===== config.mk =====
export PLATFORM = sky130hd
export DESIGN_NAME = led_seq_ctrl
export DESIGN_NICKNAME = d
export VERILOG_FILES = /design/src/rtl/shiftreg_pkg.sv /design/src/rtl/tick_gen.sv /design/src/rtl/led_seq_ctrl.sv
export SDC_FILE = /design/constraint.sdc
export NUM_CORES = 1
export LEC_CHECK = 0
export ABC_CLOCK_PERIOD_IN_PS = 6430
export BUFFER_PORTS_ARGS = -buffer_cell sky130_fd_sc_hd__buf_2
export CORE_ASPECT_RATIO = 0.7
export CORE_MARGIN = 1
export CORE_UTILIZATION = 40
export DETAILED_ROUTE_END_ITERATION = 8
export PLACE_DENSITY = 0.57
export SYNTH_ARGS = -nofsm -noshare
export SYNTH_HDL_FRONTEND = slang
export SYNTH_SLANG_ARGS = --single-unit
export TNS_END_PERCENT = 50

===== constraint.sdc =====
create_clock -name clock -period 6.43 [get_ports clock]
set_clock_uncertainty 0.05 [all_clocks]
set_input_delay 0.3215 -clock clock [delete_from_list [all_inputs] [get_ports clock]]
set_output_delay 0.3215 -clock clock [all_outputs]
set_load 0.005 [all_outputs]

===== src/rtl/shiftreg_pkg.sv =====
// Shared definitions for the LED sequencer: FSM encodings, switch bit
// positions and the one-hot colour bank constants.
package shiftreg_pkg;

   typedef enum logic [1:0] {
      ST_IDLE = 2'd0,
      ST_LOAD = 2'd1,
      ST_RUN  = 2'd2,
      ST_HOLD = 2'd3
   } state_e;

   // Bit positions inside the switch word
   localparam int SW_RUN     = 0;
   localparam int SW_RATE_LO = 1;
   localparam int SW_RATE_HI = 2;
   localparam int SW_MODE    = 3;

   // One-hot LED bank enables
   localparam logic [2:0] COLOR_R = 3'b001;
   localparam logic [2:0] COLOR_B = 3'b010;
   localparam logic [2:0] COLOR_G = 3'b100;

   // Advance the colour bank: 001 -> 010 -> 100 -> 001
   function automatic logic [2:0] next_color(input logic [2:0] c);
      return {c[1:0], c[2]};
   endfunction

endpackage


===== src/rtl/tick_gen.sv =====
// Prescaler with terminal-count compare. The tick is asserted while enabled
// and the count has reached or passed the limit, so lowering the limit
// below the current count yields a tick on the very next enabled cycle.
module tick_gen #(
   parameter int NB_COUNTER = 14
) (
   input  logic                  clock,
   input  logic                  i_reset,
   input  logic                  i_enable,
   input  logic                  i_clear,
   input  logic [NB_COUNTER-1:0] i_limit,
   output logic                  o_tick
);

   logic [NB_COUNTER-1:0] cnt_q, cnt_d;

   assign o_tick = i_enable && (cnt_q >= i_limit);

   // Next count: clear wins, a tick restarts the period, otherwise count while enabled
   always_comb begin
      cnt_d = cnt_q;
      if (i_clear || o_tick) begin
         cnt_d = '0;
      end else if (i_enable) begin
         cnt_d = cnt_q + NB_COUNTER'(1);
      end
   end

   // Prescaler register, synchronous active-low reset
   always_ff @(posedge clock) begin
      if (!i_reset) begin
         cnt_q <= '0;
      end else begin
         cnt_q <= cnt_d;
      end
   end

endmodule


===== src/rtl/led_seq_ctrl.sv =====
// LED sequence controller: synchronises the switches, runs an
// IDLE/LOAD/RUN/HOLD FSM and emits registered load/shift pulses, shift
// direction and a colour bank that advances each time a pass completes.
module led_seq_ctrl
   import shiftreg_pkg::*;
#(
   parameter int NB_LEDS    = 4,
   parameter int NB_SW      = 4,
   parameter int NB_COUNTER = 14,
   parameter int LIMIT_0    = 1023,
   parameter int LIMIT_1    = 511,
   parameter int LIMIT_2    = 255,
   parameter int LIMIT_3    = 127
) (
   input  logic             clock,
   input  logic             i_reset,
   input  logic [NB_SW-1:0] i_sw,
   output logic             o_load,
   output logic             o_shift_en,
   output logic             o_dir,
   output logic [2:0]       o_color,
   output logic [1:0]       o_state
);

   localparam int NB_POS = (NB_LEDS > 1) ? $clog2(NB_LEDS) : 1;
   localparam logic [NB_POS-1:0] LAST_POS = NB_POS'(NB_LEDS - 1);

   logic [NB_SW-1:0]      sw_meta_q, sw_sync_q;
   logic                  run, mode;
   logic [1:0]            rate;
   state_e                state_q, state_d;
   logic [NB_POS-1:0]     pos_q, pos_d, new_pos;
   logic                  dir_q, dir_d, step_dir;
   logic                  load_q, load_d, shift_q, shift_d, odir_q, odir_d;
   logic [2:0]            color_q, color_d;
   logic [NB_COUNTER-1:0] limit_sel;
   logic                  tg_en, tg_clr, tick;

   // Two-flop synchroniser for the asynchronous switches
   always_ff @(posedge clock) begin
      if (!i_reset) begin
         sw_meta_q <= '0;
         sw_sync_q <= '0;
      end else begin
         sw_meta_q <= i_sw;
         sw_sync_q <= sw_meta_q;
      end
   end

   assign run  = sw_sync_q[SW_RUN];
   assign mode = sw_sync_q[SW_MODE];
   assign rate = sw_sync_q[SW_RATE_HI:SW_RATE_LO];

   // Rate select is combinational so a change applies immediately
   always_comb begin
      unique case (rate)
         2'd0:    limit_sel = NB_COUNTER'(LIMIT_0);
         2'd1:    limit_sel = NB_COUNTER'(LIMIT_1);
         2'd2:    limit_sel = NB_COUNTER'(LIMIT_2);
         default: limit_sel = NB_COUNTER'(LIMIT_3);
      endcase
   end

   assign tg_en  = (state_q == ST_RUN) && run;
   assign tg_clr = (state_q == ST_IDLE) || (state_q == ST_LOAD);

   tick_gen #(
      .NB_COUNTER (NB_COUNTER)
   ) u_tick_gen (
      .clock    (clock),
      .i_reset  (i_reset),
      .i_enable (tg_en),
      .i_clear  (tg_clr),
      .i_limit  (limit_sel),
      .o_tick   (tick)
   );

   // FSM state register
   always_ff @(posedge clock) begin
      if (!i_reset) begin
         state_q <= ST_IDLE;
      end else begin
         state_q <= state_d;
      end
   end

   // FSM next-state logic
   always_comb begin
      state_d = state_q;
      unique case (state_q)
         ST_IDLE: if (run)  state_d = ST_LOAD;
         ST_LOAD:           state_d = ST_RUN;
         ST_RUN:  if (!run) state_d = ST_HOLD;
         ST_HOLD: if (run)  state_d = ST_RUN;
         default:           state_d = ST_IDLE;
      endcase
   end

   // Output and position logic; direction at the ends is forced so a
   // switch into ping-pong at the last LED bounces instead of overrunning
   always_comb begin
      pos_d    = pos_q;
      dir_d    = dir_q;
      odir_d   = odir_q;
      color_d  = color_q;
      shift_d  = 1'b0;
      load_d   = (state_q == ST_IDLE) && (state_d == ST_LOAD);
      step_dir = 1'b0;
      new_pos  = pos_q;
      if (mode) begin
         if (pos_q == LAST_POS)  step_dir = 1'b1;
         else if (pos_q == '0)   step_dir = 1'b0;
         else                    step_dir = dir_q;
      end
      if (step_dir)              new_pos = pos_q - NB_POS'(1);
      else if (pos_q == LAST_POS) new_pos = '0;
      else                       new_pos = pos_q + NB_POS'(1);

      if (state_q == ST_LOAD) begin
         pos_d = '0;
         dir_d = 1'b0;
      end else if (tick) begin
         shift_d = 1'b1;
         odir_d  = step_dir;
         pos_d   = new_pos;
         if (!mode)                   dir_d = 1'b0;
         else if (new_pos == LAST_POS) dir_d = 1'b1;
         else if (new_pos == '0)      dir_d = 1'b0;
         else                         dir_d = step_dir;
         if (new_pos == '0) color_d = next_color(color_q);
      end
   end

   // Registered position, direction and outputs
   always_ff @(posedge clock) begin
      if (!i_reset) begin
         pos_q   <= '0;
         dir_q   <= 1'b0;
         load_q  <= 1'b0;
         shift_q <= 1'b0;
         odir_q  <= 1'b0;
         color_q <= COLOR_R;
      end else begin
         pos_q   <= pos_d;
         dir_q   <= dir_d;
         load_q  <= load_d;
         shift_q <= shift_d;
         odir_q  <= odir_d;
         color_q <= color_d;
      end
   end

   assign o_load     = load_q;
   assign o_shift_en = shift_q;
   assign o_dir      = odir_q;
   assign o_color    = color_q;
   assign o_state    = state_q;

endmodule


### Word level (Yosys, flattened, before mapping)

Cells that the tools add are included.
W data, S select, Z words.

| word-level totals | value |
|---|---|
| word-level logic and storage cells | 51 |
| input bits | 6 |
| bits in registers | 33 |

| operators by class | value |
|---|---|
| add/subtract/negate cells | 3 |
| reduce and logical (&&, ||, !) cells | 13 |
| mux-type cells | 14 |
| order comparisons | 1 |
| bitwise logic cells | 2 |
| eq/ne operators | 8 |

Operators by type and width:

| cell | number |
|---|---|
| $pmux W10 S3 | 1 |
| $add A14 B1 Y14 const B | 1 |
| $ge A14 B10 Y1 | 1 |
| $eq A2 B2 Y1 const B | 5 |
| $mux W2 | 5 |
| $logic_not A2 Y1 | 4 |
| $pmux W2 S4 | 1 |
| $mux W1 | 7 |
| $eq A2 B1 Y1 const B | 3 |
| $reduce_or A2 Y1 | 2 |
| $logic_and A1 B1 Y1 | 3 |
| $reduce_and A3 Y1 | 1 |
| $add A2 B1 Y2 const B | 1 |
| $logic_or A1 B1 Y1 | 2 |
| $not A1 Y1 | 2 |
| $reduce_and A2 Y1 | 1 |
| $sub A2 B1 Y2 const B | 1 |

### Depth between registers and ports, before layout

| depth | value |
|---|---|
| depth after elaboration | 9 |
| gate-level depth with buffers | 9 |

### Cells and area by module

Synthesis repeated with hierarchy kept, for this count alone.

| unflattened totals | value |
|---|---|
| cells, all modules | 196 |
| area, all modules | 1844.3 um^2 |

Modules (own cells, without submodules):

| module | instances | cells an instance | area each (um^2) | seq. area each (um^2) |
|---|---|---|---|---|
| tick_gen | 1 | 122 | 1069.8 | 280.3 |
| led_seq_ctrl | 1 | 74 | 774.5 | 380.4 |

### Least setup slack after synthesis

Ideal clock, no wire load.

| timing | value |
|---|---|
| path type | reg-to-reg |
| from | register sw_sync_q[2] |
| to | register color_q[0] (netlist: o_color[0]) |
| setup slack | 4353 ps |
| library setup time | 120 ps |
| data required time | 6260 ps |
| cell stages (with the launch flop) | 8 |
| arrival | 1907 ps |
| period minus slack after synthesis | 2077 ps |
| cells stage by stage | dfxtp_1 -> or2_2 -> ha_1 -> nand3_1 -> o32a_1 -> buf_4 -> o31a_1 -> a211o_1 |

| between the ends | value |
|---|---|
| longest elaborated chain between the ends | 5 |
| elaborated cells between the ends (all ways) | 7 |

Ends and longest elaborated chain:

| item | RTL line | text |
|---|---|---|
| start, declared | led_seq_ctrl.sv:28 | `logic [NB_SW-1:0] sw_meta_q, sw_sync_q;` |
| start signal, assigned | led_seq_ctrl.sv:46 | `sw_sync_q <= sw_meta_q;` |
| $eq A2 B2 Y1, or another cell as far along | led_seq_ctrl.sv:56 | `unique case (rate)` |
| $pmux W10 S3 (*) | led_seq_ctrl.sv:56 |  |
| $ge A14 B10 Y1 (*) | tick_gen.sv:17 | `assign o_tick = i_enable && (cnt_q >= i_limit);` |
| $logic_and A1 B1 Y1 (*) | tick_gen.sv:17 |  |
| $reduce_and A3 Y1 (no source line) (*) | n/a |  |
| end signal, assigned | led_seq_ctrl.sv:149 | `color_q <= color_d;` |
| end, declared | led_seq_ctrl.sv:35 | `logic [2:0] color_q, color_d;` |

Mark *: on every way between the ends. The rest lies on a longest branch, timed or not.
A chain may end at the register's enable or synchronous reset.

### Worst setup path in the final report

| timing | value |
|---|---|
| from | register u_tick_gen.cnt_q[10] |
| to | register u_tick_gen.cnt_q[1] |

| between the ends | value |
|---|---|
| longest elaborated chain between the ends | 4 |

Ends and longest elaborated chain:

| item | RTL line | text |
|---|---|---|
| start, declared | tick_gen.sv:15 | `logic [NB_COUNTER-1:0] cnt_q, cnt_d;` |
| start signal, assigned | tick_gen.sv:34 | `cnt_q <= cnt_d;` |
| $ge A14 B10 Y1 | tick_gen.sv:17 |  |
| $logic_and A1 B1 Y1 | tick_gen.sv:17 |  |
| $logic_or A1 B1 Y1 | tick_gen.sv:22 | `if (i_clear \|\| o_tick) begin` |
| $reduce_or A2 Y1 (no source line) | n/a |  |

No other way between the ends.

==> impl_metrics.tcl <==
set metrics [dict create \
    status "finished with violations" \
    violations "DRC" \
    grt_usage 0.1535 \
    syn_area_um2 1345 \
    rsz0062_at_grt "false" \
    cp_num_buf_inv 0 \
    setup_tns_ns 0 \
    die-area_um2 3602 \
    crit_start "u_tick_gen.cnt_q[10]" \
    ys_seq_area_frac 0.4912 \
    grt_pass1_wl_um 4126 \
    hold_viol 0 \
    root_buffer "clkbuf_8" \
    crit_path_end_kind "flip-flop" \
    clkSinkCount 33 \
    layout_min_cycle_time_ns 2.388 \
    synth_edf_count 0 \
    ant_nets 0 \
    reg2reg_slack_ns 4.04 \
    layout.nets 173 \
    max_freq_ghz 0.4187 \
    post-cts-setup-buffer-count 0 \
    fin_area_um2 1513 \
    crit_chain "or4_1 > a211oi_1 > o32a_1 > nand3_1 > a21oi_1" \
    antenna_found_initial 0 \
    avgViaCountPerCell 5.095 \
    finalWeightedCongestion 0.7201 \
    drt_iter0_markers 56 \
    timing.rr.end "u_tick_gen.cnt_q[1]" \
    cp_max_fo 14 \
    worstSetupPathType "reg2reg" \
    slowest_stage "or4_1" \
    pwr-share-comb 0.029 \
    io_buffers 13 \
    place_area_um2 1430 \
    vdd_ir_drop_max_mv 0.1145 \
    cts_max_level 2 \
    drc_errors 1 \
    crit_path_end "u_tick_gen.cnt_q[1]" \
    final_cell_mix "dfxtp_1, nor2_1, nand2_1" \
    die_h_um 50.52 \
    wirelength_um 2376 \
    critPathLaunchType "flip-flop" \
    maxSlewHeadroom 0.6624 \
    area_growth_pct 12.47 \
    drive_gt1_frac 0.1358 \
    num_io_pins 14 \
    hold_path_startpoint "i_sw[3]" \
    r2r_start "u_tick_gen.cnt_q[10]" \
    yosysWarningCount 0 \
    drv_cap 0 \
    dp_hpwl_um 1781 \
    syn_inst 146 \
    power.switching_uw 78.38 \
    synth.distinct_cells 34 \
    clkPwrFrac 0.396 \
    cts-buffers-inserted 5 \
    syn_area_per_cell_um2 9.213 \
    critical_path_depth 5 \
    pwr-share-seq 0.575 \
    ys_ff_latch 33 \
    finalMaxSlewViolations 0 \
    crit_family "simple AND/OR/NAND/NOR gates" \
    ys_async_sr_fraction 0 \
    cts_resized 0 \
    grt_max_degree 15 \
    yosys.area.top_type_share 0.4912 \
    synth_area_leaders "dfxtp_1, ha_1, nor2_1" \
    clockBufferDepth 2 \
    switching_share 0.2144 \
    synth_top_cell_by_area "dfxtp_1" \
    crit_arrival_ns 2.54 \
    clkTransAtPathRegs_ns 0.07 \
    leakage_nw 0.6147 \
    cpPeakStageDelay_ns 0.55 \
    reg2reg_depth 5 \
    ctsHoldBuffers 0 \
    dieWidth_um 71.31 \
    hold_class "in2reg" \
    syn_nets 158 \
    n_antenna_cell 0 \
    rows 17 \
    first_global_vias 902 \
    initial_core_util 0.4244 \
    worst_pin_slew_ns 0.5050 \
    setup_violations 0 \
    crit_required_ns 6.58 \
    wl_per_cell_um 11.88 \
    final_common_cell "dfxtp_1" \
    grt-ovfl-total 0 \
    p_int_uw 287.2 \
    holdPathStages 2 \
    fp.coreArea_um2 3169 \
    min_period_over_period 0.3714 \
    detailroute.via_count 1019 \
    p_per_area_nw_per_um2 241.7 \
    cts_tree "yes" \
    synthFlopType "dfxtp_1" \
    firstDrtPassIters 6 \
    insertion_delay_ns 0.28 \
]
per-layer routing:
layer | wire (um) | GRT usage | vias to the layer above
li1 | - | - | 522
met5 | 0 | 0 | -
met4 | 36 | 0.07000 | 0
met1 | 1236 | 0.2151 | 470
met3 | 109 | 0.05622 | 7
met2 | 995 | 0.2079 | 20
worst reg2reg max path: cells and delay by family (launching register included):
kind	cells	cell delay (ns)
DFF	1	0.33
AOI/OAI and AO/OA	3	0.92
and+or+nand+nor	2	1.00
synth_stat cells (all sizes together) (2+ instances only):
library cell  number
a211oi             2
a21oi              8
a31oi              2
and2               9
and3               5
and4               2
buf                3
clkbuf             2
dfxtp             33
ha                 6
inv                6
mux2i              2
nand2             15
nand3              4
nand4              3
nor2              18
nor3               2
o21ai              2
xnor2              3
xor2               7
through the flow:
stage / total power [mW] / instances / hold slack [ns] / util / setup slack, ns
floorplan: 0.2211 / 146 / 0.3619 / - / 4.353
CTS: 0.3710 / 200 / 0.1904 / 0.4773 / 4.003
global route: 0.3818 / 200 / 0.1932 / 0.4773 / 3.779
finish: 0.3656 / 200 / 0.1961 / 0.4773 / 4.042
global placement: 0.2249 / 192 / 0.3662 / 0.4512 / 4.091
detailed placement: 0.2254 / 192 / 0.3715 / 0.4512 / 4.026
flip-flops by register name (all words and copies together) (netlist names):
register / count
o_state: 2
sw_sync_q: 4
pos_q: 2
o_shift_en: 1
u_tick_gen.cnt_q: 14
o_color: 3
sw_meta_q: 4
o_load: 1
dir_q: 1
o_dir: 1
power by group through the flow:
stage	clock network [mW]	registers, mW	logic [mW]
finish	0.145	0.210	0.0104
global route	0.159	0.211	0.0121
CTS	0.150	0.210	0.0106
detailed placement	0	0.215	0.0106
global placement	0	0.215	0.0103
floorplan	0	0.214	0.00693
cell families after synthesis:
family,Yosys count,synth area share
buffers and inverters,11,0.03720
multiplexers,2,0.01488
AND/OR/NAND/NOR,64,0.2409
AO/OA/AOI/OAI,20,0.09489
flip-flops,33,0.4912
adder cells (fa/ha/maj),6,0.05581
XOR/XNOR,10,0.06512
how the worst min path moves through the flow:
stage                        end  slack [ns]
detailed placement  sw_sync_q[3]        0.37
global placement    sw_sync_q[3]        0.37
floorplan           sw_sync_q[0]        0.36
finish              sw_meta_q[3]        0.20
global route        sw_meta_q[3]        0.19
CTS                 sw_meta_q[3]        0.19
final cells by class:
cell class,instances,area (um2)
fill,317,1657
inverter,6,22.52
clock buffer,6,72.57
sequential,33,660.6
multi-input combinational,102,634.4
timing repair buffer,13,65.06
tap,38,47.55
clock inverter,2,10.01
(Power assumes the default switching activity.)
